### src/rtl/mem_bus_arbiter.sv
// mem_bus_arbiter: shares one memory bus between the instruction-fetch and
// the load/store data requesters. Round-robin on ties, bus command held
// across waitrequest stalls, one-cycle completion strobes, and a sticky
// watchdog flag for a bus stalled too long on one transaction.
//
// Ports:
//   clk, reset              clock, synchronous active-high reset
//   i_req, i_addr           fetch request (level) and byte address
//   i_ack, i_rdata          fetch completion strobe and read data
//   d_read, d_write         data request strobes (write wins if both high)
//   d_addr, d_wdata         data byte address and write data
//   d_byteenable            data lane enables
//   d_ack, d_rdata          data completion strobe and read data
//   waitrequest, readdata   bus stall and bus read data
//   read, write, address,
//   writedata, byteenable   registered bus command
//   timeout                 sticky watchdog flag
module mem_bus_arbiter #(
    parameter int unsigned TIMEOUT_CYCLES = 1024
) (
    input  logic        clk,
    input  logic        reset,

    input  logic        i_req,
    input  logic [31:0] i_addr,
    output logic        i_ack,
    output logic [31:0] i_rdata,

    input  logic        d_read,
    input  logic        d_write,
    input  logic [31:0] d_addr,
    input  logic [31:0] d_wdata,
    input  logic [3:0]  d_byteenable,
    output logic        d_ack,
    output logic [31:0] d_rdata,

    input  logic        waitrequest,
    input  logic [31:0] readdata,
    output logic        read,
    output logic        write,
    output logic [31:0] address,
    output logic [31:0] writedata,
    output logic [3:0]  byteenable,

    output logic        timeout
);

    localparam int unsigned WD_W = $clog2(TIMEOUT_CYCLES + 1);
    localparam logic [WD_W-1:0] WD_MAX = WD_W'(TIMEOUT_CYCLES);
    localparam logic GRANT_I = 1'b0;
    localparam logic GRANT_D = 1'b1;

    typedef enum logic [1:0] {
        ST_IDLE  = 2'd0,
        ST_BUS_I = 2'd1,
        ST_BUS_D = 2'd2
    } state_e;

    state_e          state_q, state_d;
    logic            last_grant_q, last_grant_d;
    logic            read_q, read_d;
    logic            write_q, write_d;
    logic [31:0]     address_q, address_d;
    logic [31:0]     writedata_q, writedata_d;
    logic [3:0]      byteenable_q, byteenable_d;
    logic [31:0]     i_rdata_q, i_rdata_d;
    logic [31:0]     d_rdata_q, d_rdata_d;
    logic [WD_W-1:0] wd_q, wd_d;
    logic            timeout_q, timeout_d;

    logic d_req;
    logic grant_i;

    // Write takes precedence when both data strobes are high.
    assign d_req   = d_read | d_write;
    // Fetch wins when alone, or on a tie when data was granted last.
    assign grant_i = i_req & (~d_req | (last_grant_q == GRANT_D));

    // Next-state and bus-command logic.
    always_comb begin
        state_d      = state_q;
        last_grant_d = last_grant_q;
        read_d       = read_q;
        write_d      = write_q;
        address_d    = address_q;
        writedata_d  = writedata_q;
        byteenable_d = byteenable_q;
        i_rdata_d    = i_rdata_q;
        d_rdata_d    = d_rdata_q;
        wd_d         = wd_q;

        case (state_q)
            ST_IDLE: begin
                if (grant_i) begin
                    state_d      = ST_BUS_I;
                    last_grant_d = GRANT_I;
                    read_d       = 1'b1;
                    write_d      = 1'b0;
                    address_d    = i_addr;
                    writedata_d  = 32'd0;
                    byteenable_d = 4'hF;
                    wd_d         = '0;
                end else if (d_req) begin
                    state_d      = ST_BUS_D;
                    last_grant_d = GRANT_D;
                    read_d       = d_read & ~d_write;
                    write_d      = d_write;
                    address_d    = d_addr;
                    writedata_d  = d_wdata;
                    byteenable_d = d_byteenable;
                    wd_d         = '0;
                end
            end
            ST_BUS_I, ST_BUS_D: begin
                if (!waitrequest) begin
                    state_d = ST_IDLE;
                    read_d  = 1'b0;
                    write_d = 1'b0;
                    if (state_q == ST_BUS_I) begin
                        i_rdata_d = readdata;
                    end else if (read_q) begin
                        d_rdata_d = readdata;
                    end
                end else if (wd_q != WD_MAX) begin
                    // Saturating stall counter.
                    wd_d = wd_q + WD_W'(1);
                end
            end
            default: begin
                state_d = ST_IDLE;
                read_d  = 1'b0;
                write_d = 1'b0;
            end
        endcase

        timeout_d = timeout_q | (wd_d == WD_MAX);
    end

    // State and output registers.
    always_ff @(posedge clk) begin
        if (reset) begin
            state_q      <= ST_IDLE;
            last_grant_q <= GRANT_D;
            read_q       <= 1'b0;
            write_q      <= 1'b0;
            address_q    <= 32'd0;
            writedata_q  <= 32'd0;
            byteenable_q <= 4'd0;
            i_rdata_q    <= 32'd0;
            d_rdata_q    <= 32'd0;
            wd_q         <= '0;
            timeout_q    <= 1'b0;
        end else begin
            state_q      <= state_d;
            last_grant_q <= last_grant_d;
            read_q       <= read_d;
            write_q      <= write_d;
            address_q    <= address_d;
            writedata_q  <= writedata_d;
            byteenable_q <= byteenable_d;
            i_rdata_q    <= i_rdata_d;
            d_rdata_q    <= d_rdata_d;
            wd_q         <= wd_d;
            timeout_q    <= timeout_d;
        end
    end

    // Completion strobes are combinational; a reset cycle never completes.
    assign i_ack = ~reset & (state_q == ST_BUS_I) & ~waitrequest;
    assign d_ack = ~reset & (state_q == ST_BUS_D) & ~waitrequest;

    // Read data passes through in the completion cycle, held otherwise.
    assign i_rdata = i_ack ? readdata : i_rdata_q;
    assign d_rdata = (d_ack & read_q) ? readdata : d_rdata_q;

    assign read       = read_q;
    assign write      = write_q;
    assign address    = address_q;
    assign writedata  = writedata_q;
    assign byteenable = byteenable_q;
    assign timeout    = timeout_q;

endmodule

### config.mk
export PLATFORM = sky130hd
export DESIGN_NAME = mem_bus_arbiter
export DESIGN_NICKNAME = d
export VERILOG_FILES = /design/src/rtl/mem_bus_arbiter.sv
export SDC_FILE = /design/constraint.sdc
export NUM_CORES = 1
export LEC_CHECK = 0
export ABC_AREA = 1
export CAP_MARGIN = 40
export CORE_MARGIN = 8
export CORE_UTILIZATION = 35
export CTS_CLUSTER_DIAMETER = 80
export DETAILED_ROUTE_END_ITERATION = 12
export PLACE_DENSITY_LB_ADDON = 0.12
export SLEW_MARGIN = 15
export SYNTH_ARGS = -nofsm -noshare
export SYNTH_HDL_FRONTEND = slang
export SYNTH_SLANG_ARGS = --single-unit
export TNS_END_PERCENT = 10
### constraint.sdc
create_clock -name clk -period 2.1 [get_ports clk]
set_input_delay 0.42 -clock clk [delete_from_list [all_inputs] [get_ports clk]]
set_output_delay 0.42 -clock clk [all_outputs]
set_load 0.005 [all_outputs]
## After elaboration in Yosys (flattened, before gate mapping)

Cells that the tools add are included.

- Flip-flop bits (word level): 149
- Input port bits: 138
- Output and inout port bits: 137
- Logic and storage cells: 66

- Add/subtract/negate cells: 1
- Eq/ne operators: 6
- Muxes and demuxes: 26
- Bitwise logic cells: 15
- Reduce and logical (&&, ||, !) cells: 7

Operators with widths:

| kind | count |
|---|---|
| 32-bit two-way mux | 6 |
| 11-bit two-way mux | 4 |
| 11-bit case mux with 2 select lines | 1 |
| 11-bit by 1-bit adder with 11-bit output, second input constant | 1 |
| 11-bit == test, second input constant | 1 |
| 11-bit != test, second input constant | 1 |
| 4-bit two-way mux | 2 |
| 1-bit AND | 7 |
| 1-bit two-way mux | 7 |
| 2-bit two-way mux | 3 |
| 1-bit NOT | 5 |
| 1-bit case mux with 2 select lines | 2 |
| 2-bit case mux with 2 select lines | 1 |
| 2-bit AND reduction | 2 |
| 4-bit AND reduction | 1 |
| 3-bit != test, second input constant | 1 |
| 1-bit OR | 3 |
| 3-bit AND reduction | 1 |
| 2-bit by 1-bit == test with 1-bit output, second input constant | 1 |
| 2-bit == test, second input constant | 1 |
| 2-bit zero test | 1 |
| 2-bit != test, second input constant | 1 |
| 2-bit nonzero test | 1 |
| 2-bit OR reduction | 1 |

## Depth between registers and ports, before layout

- Depth in word-level cells: 8
- Gate-level depth with buffers: 14
- Mapped depth without buffers: 14

## Worst setup path after synthesis

Ideal clock, no wire load.

- Path kind: register to output
- Start point: register state_q[0]
- End point: output d_rdata[10]
- Data arrival time: 1.402 ns
- Setup slack: 0.278 ns
- Cell stages (with the launch flop): 8
- Buffers on the path: 1
- Cell sequence: dfxtp_1 inv_1 ha_1 nand2_1 nor2_1 nand2_1 buf_2 mux2_2

- Longest elaborated chain between the ends: 5

Ends and longest elaborated chain:

| element | RTL line | source |
|---|---|---|
| from (decl) | 59 | `state_e state_q, state_d;` |
| from (signal assigned) | 154 | `state_q <= state_d;` |
| 2-bit == test | 170 | `assign d_ack = ~reset & (state_q == ST_BUS_D) & ~waitrequest;` |
| 1-bit AND (2 in series) | 170 |  |
| via d_ack | 34 | `output logic d_ack,` |
| 1-bit AND | 174 | `assign d_rdata = (d_ack & read_q) ? readdata : d_rdata_q;` |
| 32-bit two-way mux | 174 |  |
| to (decl) | 35 | `output logic [31:0] d_rdata,` |

The timed path passes the listed nets, and every way through them passes these cells.

## Worst setup path after layout

- Start point: register state_q[0]
- End point: output d_rdata[3]

- Longest elaborated chain between the ends: 5

Ends and longest elaborated chain:

| element | RTL line |
|---|---|
| 2-bit == test | 170 |
| 1-bit AND (2 in series) | 170 |
| 1-bit AND | 174 |
| 32-bit two-way mux | 174 |

No other way between the ends.

==> impl_metrics.ini <==
[routing]
totalWireLength_um = 24400
detail_route.wl_per_cell_um = 16.4
antenna_left = 0
dr.pass1.iters = 4
via_count = 7029
via_per_inst = 4.74
drc = 0
drtIter0Drc = 247

[yosys]
avgSynthCellArea_sq_um = 7.41
syn_area_sq_um = 6710
ys_types = 30
syn_nets = 1050
synthAdderAreaFrac_pct = 1.12
synthSimpleGateAreaFrac_pct = 23.0
synth_compound_area_share_pct = 16.9
synthXorXnorAreaFrac_pct = 0.261
synth_top_family_by_area = simple AND/OR/NAND/NOR gates
synthMuxAreaShare_pct = 5.37
syn_inst = 906
ys_seq_elements = 149
synth-seq-area-share_pct = 44.4
yosys_warnings = 0

[timing]
final.min_clock_period_ns = 2.35
slew_headroom_pct = 52.5
finalCritPeriodShare_pct = 112
rsz0062_at_grt = true
hold_violations = 0
fin_ws_ns = -0.255
worst_pin_slew_ns = 0.712
clock_skew_ns = 0.0142
maxSlewViolCount = 0
fmax_ghz = 0.425
fin_setup_tns_ns = -11.73
setup_viol = 65

[setup_path]
endpoint = d_rdata[3]
r2r-end = timeout$_SDFF_PP0_
r2r_cells = 12
regToRegSetupSlack_ns = 0.17
cp_max_fo = 5
cp-startpoint = state_q[0]$_SDFFE_PP0P_
start_kind = flop
cp.required_ns = 1.68
reg2reg_from = state_q[1]$_SDFFE_PP0P_
path_class = reg -> out
end_kind = output pin
critPathArrivalTime_ns = 1.93

[hold_path]
worstHoldPathType = reg -> reg

[final_layout]
final_net_count = 1380
final_common_cell = clkdlybuf4s50_1
area_growth_pct = 65.0
n_antenna_cell = 0
stdcell_count = 1483
multi_input_area_sq_um = 3300
layout_common_cells = clkdlybuf4s50_1, nand2_1, dfxtp_1, nor2_1, inv_1
ff_latch_area_sq_um = 2990
nFillCells = 1730
drive_gt1_share_pct = 23.5

[place]
pre_cts_ws_ns = -0.534
dp_cells = 1427
port_buffers = 274
dpl.hpwl_um = 16800
place.gp.congestion = 0.800

[power]
total_power_mw = 8.47
peakVddDrop_mv = 0.699
p_per_area_nw_per_um2 = 765
leakage_nw = 5.00

[grt]
grt_max_degree = 69
globalRouteOverflowTotal = 0
antenna_found_initial = 0
track_usage_pct = 20.0
grt_pass1_vias = 6938
grt_pass1_wl_um = 37800

[die]
die-area_sq_um = 23900
design.core.area_sq_um = 18800
start_util_pct = 35.8
row_count = 50
dieWidth_um = 154
die_y_um = 154
pin_count = 275

[clocking]
clk_pin_slew_ns = 0.06
h-tree-depth = 4
cts_hold_buf = 0
numCtsBuffers = 17
cts_tree = yes
clockBufferDepth = 2
cts.sinks = 149
clock_latency_ns = 0.42
clockRootBuffer = clkbuf_16

[outcome]
violations = negative setup slack
status = complete, but fails checks

[run]
drv_cap = 0
-- final cells by class --
type,count,share of cell area [%]
Clock inverter,15,1.68
Multi-Input combinational cell,604,29.8
Clock buffer,17,3.84
Inverter,98,3.34
Sequential cell,149,27.0
Tap cell,234,2.64
Timing Repair Buffer,366,31.7
-- through the flow --
stage               util (%)  hold WS (ns)  area, sq um
floorplan                  -         0.439         6710
global placement        54.1         0.450        10200
detailed placement      54.2         0.448        10200
CTS                     58.7         0.459        11000
global route            59.0         0.478        11100
finish                  59.0         0.456        11100
-- where the power goes --
part	switching, mW	total, mW	internal (mW)
Clock	1.36	3.17	1.81
Sequential	0.144	3.23	3.09
Combinational	0.982	2.08	1.09
Total	2.48	8.47	5.99
-- cell families after synthesis --
kind of cell / after synthesis
AOI/OAI and AO/OA: 185
xor gates and xnor gates: 2
adders and majority gates: 6
buffers and inverters: 153
DFF: 149
muxes: 32
and+or+nand+nor: 379
-- routing by layer --
layer  wire length, um  GRT usage [%]
met5                 0              0
met4               551           7.00
met3              1760           6.69
met2             11900           34.2
met1             10100           22.8
-- worst min path at each step --
stage                         startpoint                        end  slack [ns]  depth (start not counted)
2_1_floorplan  i_rdata_q[0]$_SDFFE_PP0P_  i_rdata_q[0]$_SDFFE_PP0P_        0.44                          2
3_3_place_gp          timeout$_SDFF_PP0_         timeout$_SDFF_PP0_        0.45                          2
3_5_place_dp          timeout$_SDFF_PP0_         timeout$_SDFF_PP0_        0.45                          2
4_1_cts               timeout$_SDFF_PP0_         timeout$_SDFF_PP0_        0.46                          2
5_1_grt               timeout$_SDFF_PP0_         timeout$_SDFF_PP0_        0.48                          2
6_report              timeout$_SDFF_PP0_         timeout$_SDFF_PP0_        0.46                          2
-- state kept, by name, indices dropped and copies added (netlist names) --
signal	count
address	32
byteenable	4
d_rdata_q	32
i_rdata_q	32
last_grant_q	1
read	1
state_q	2
timeout	1
wd_q	11
write	1
writedata	32
-- worst max-delay path, cell delays in order (launching register included) --
cell and delay, ns:
dfxtp_2 0.34, inv_2 0.05, ha_4 0.16, nand2_4 0.08
nor2_4 0.04, nand2_4 0.12, buf_12 0.14, buf_6 0.12
mux2_2 0.34, buf_6 0.12
-- synth_stat cells (all sizes together) --
master,count,area share (%)
nand2,220,12
clkbuf,36,2.0
o221a,4,0.67
nand4,1,0.093
or2,1,0.093
nor3,3,0.22
xor2,2,0.26
o21ai,71,5.4
and3,1,0.093
a32oi,1,0.13
dfxtp,149,44
mux2,32,5.4
inv,98,5.5
o31ai,32,3.6
buf,19,1.4
nor2,102,6.1
a21oi,45,3.6
nand3,50,3.9
nor4,1,0.093
ha,6,1.1
o211ai,32,3.6
-- what timing repair did --
action	CTS	global route
gates cloned	7	0
endpoints found under the setup margin	66	65
gates resized for setup	290	78
pin swaps	7	5
buffers inserted	18	0
Power figures use the tool's default switching activity.
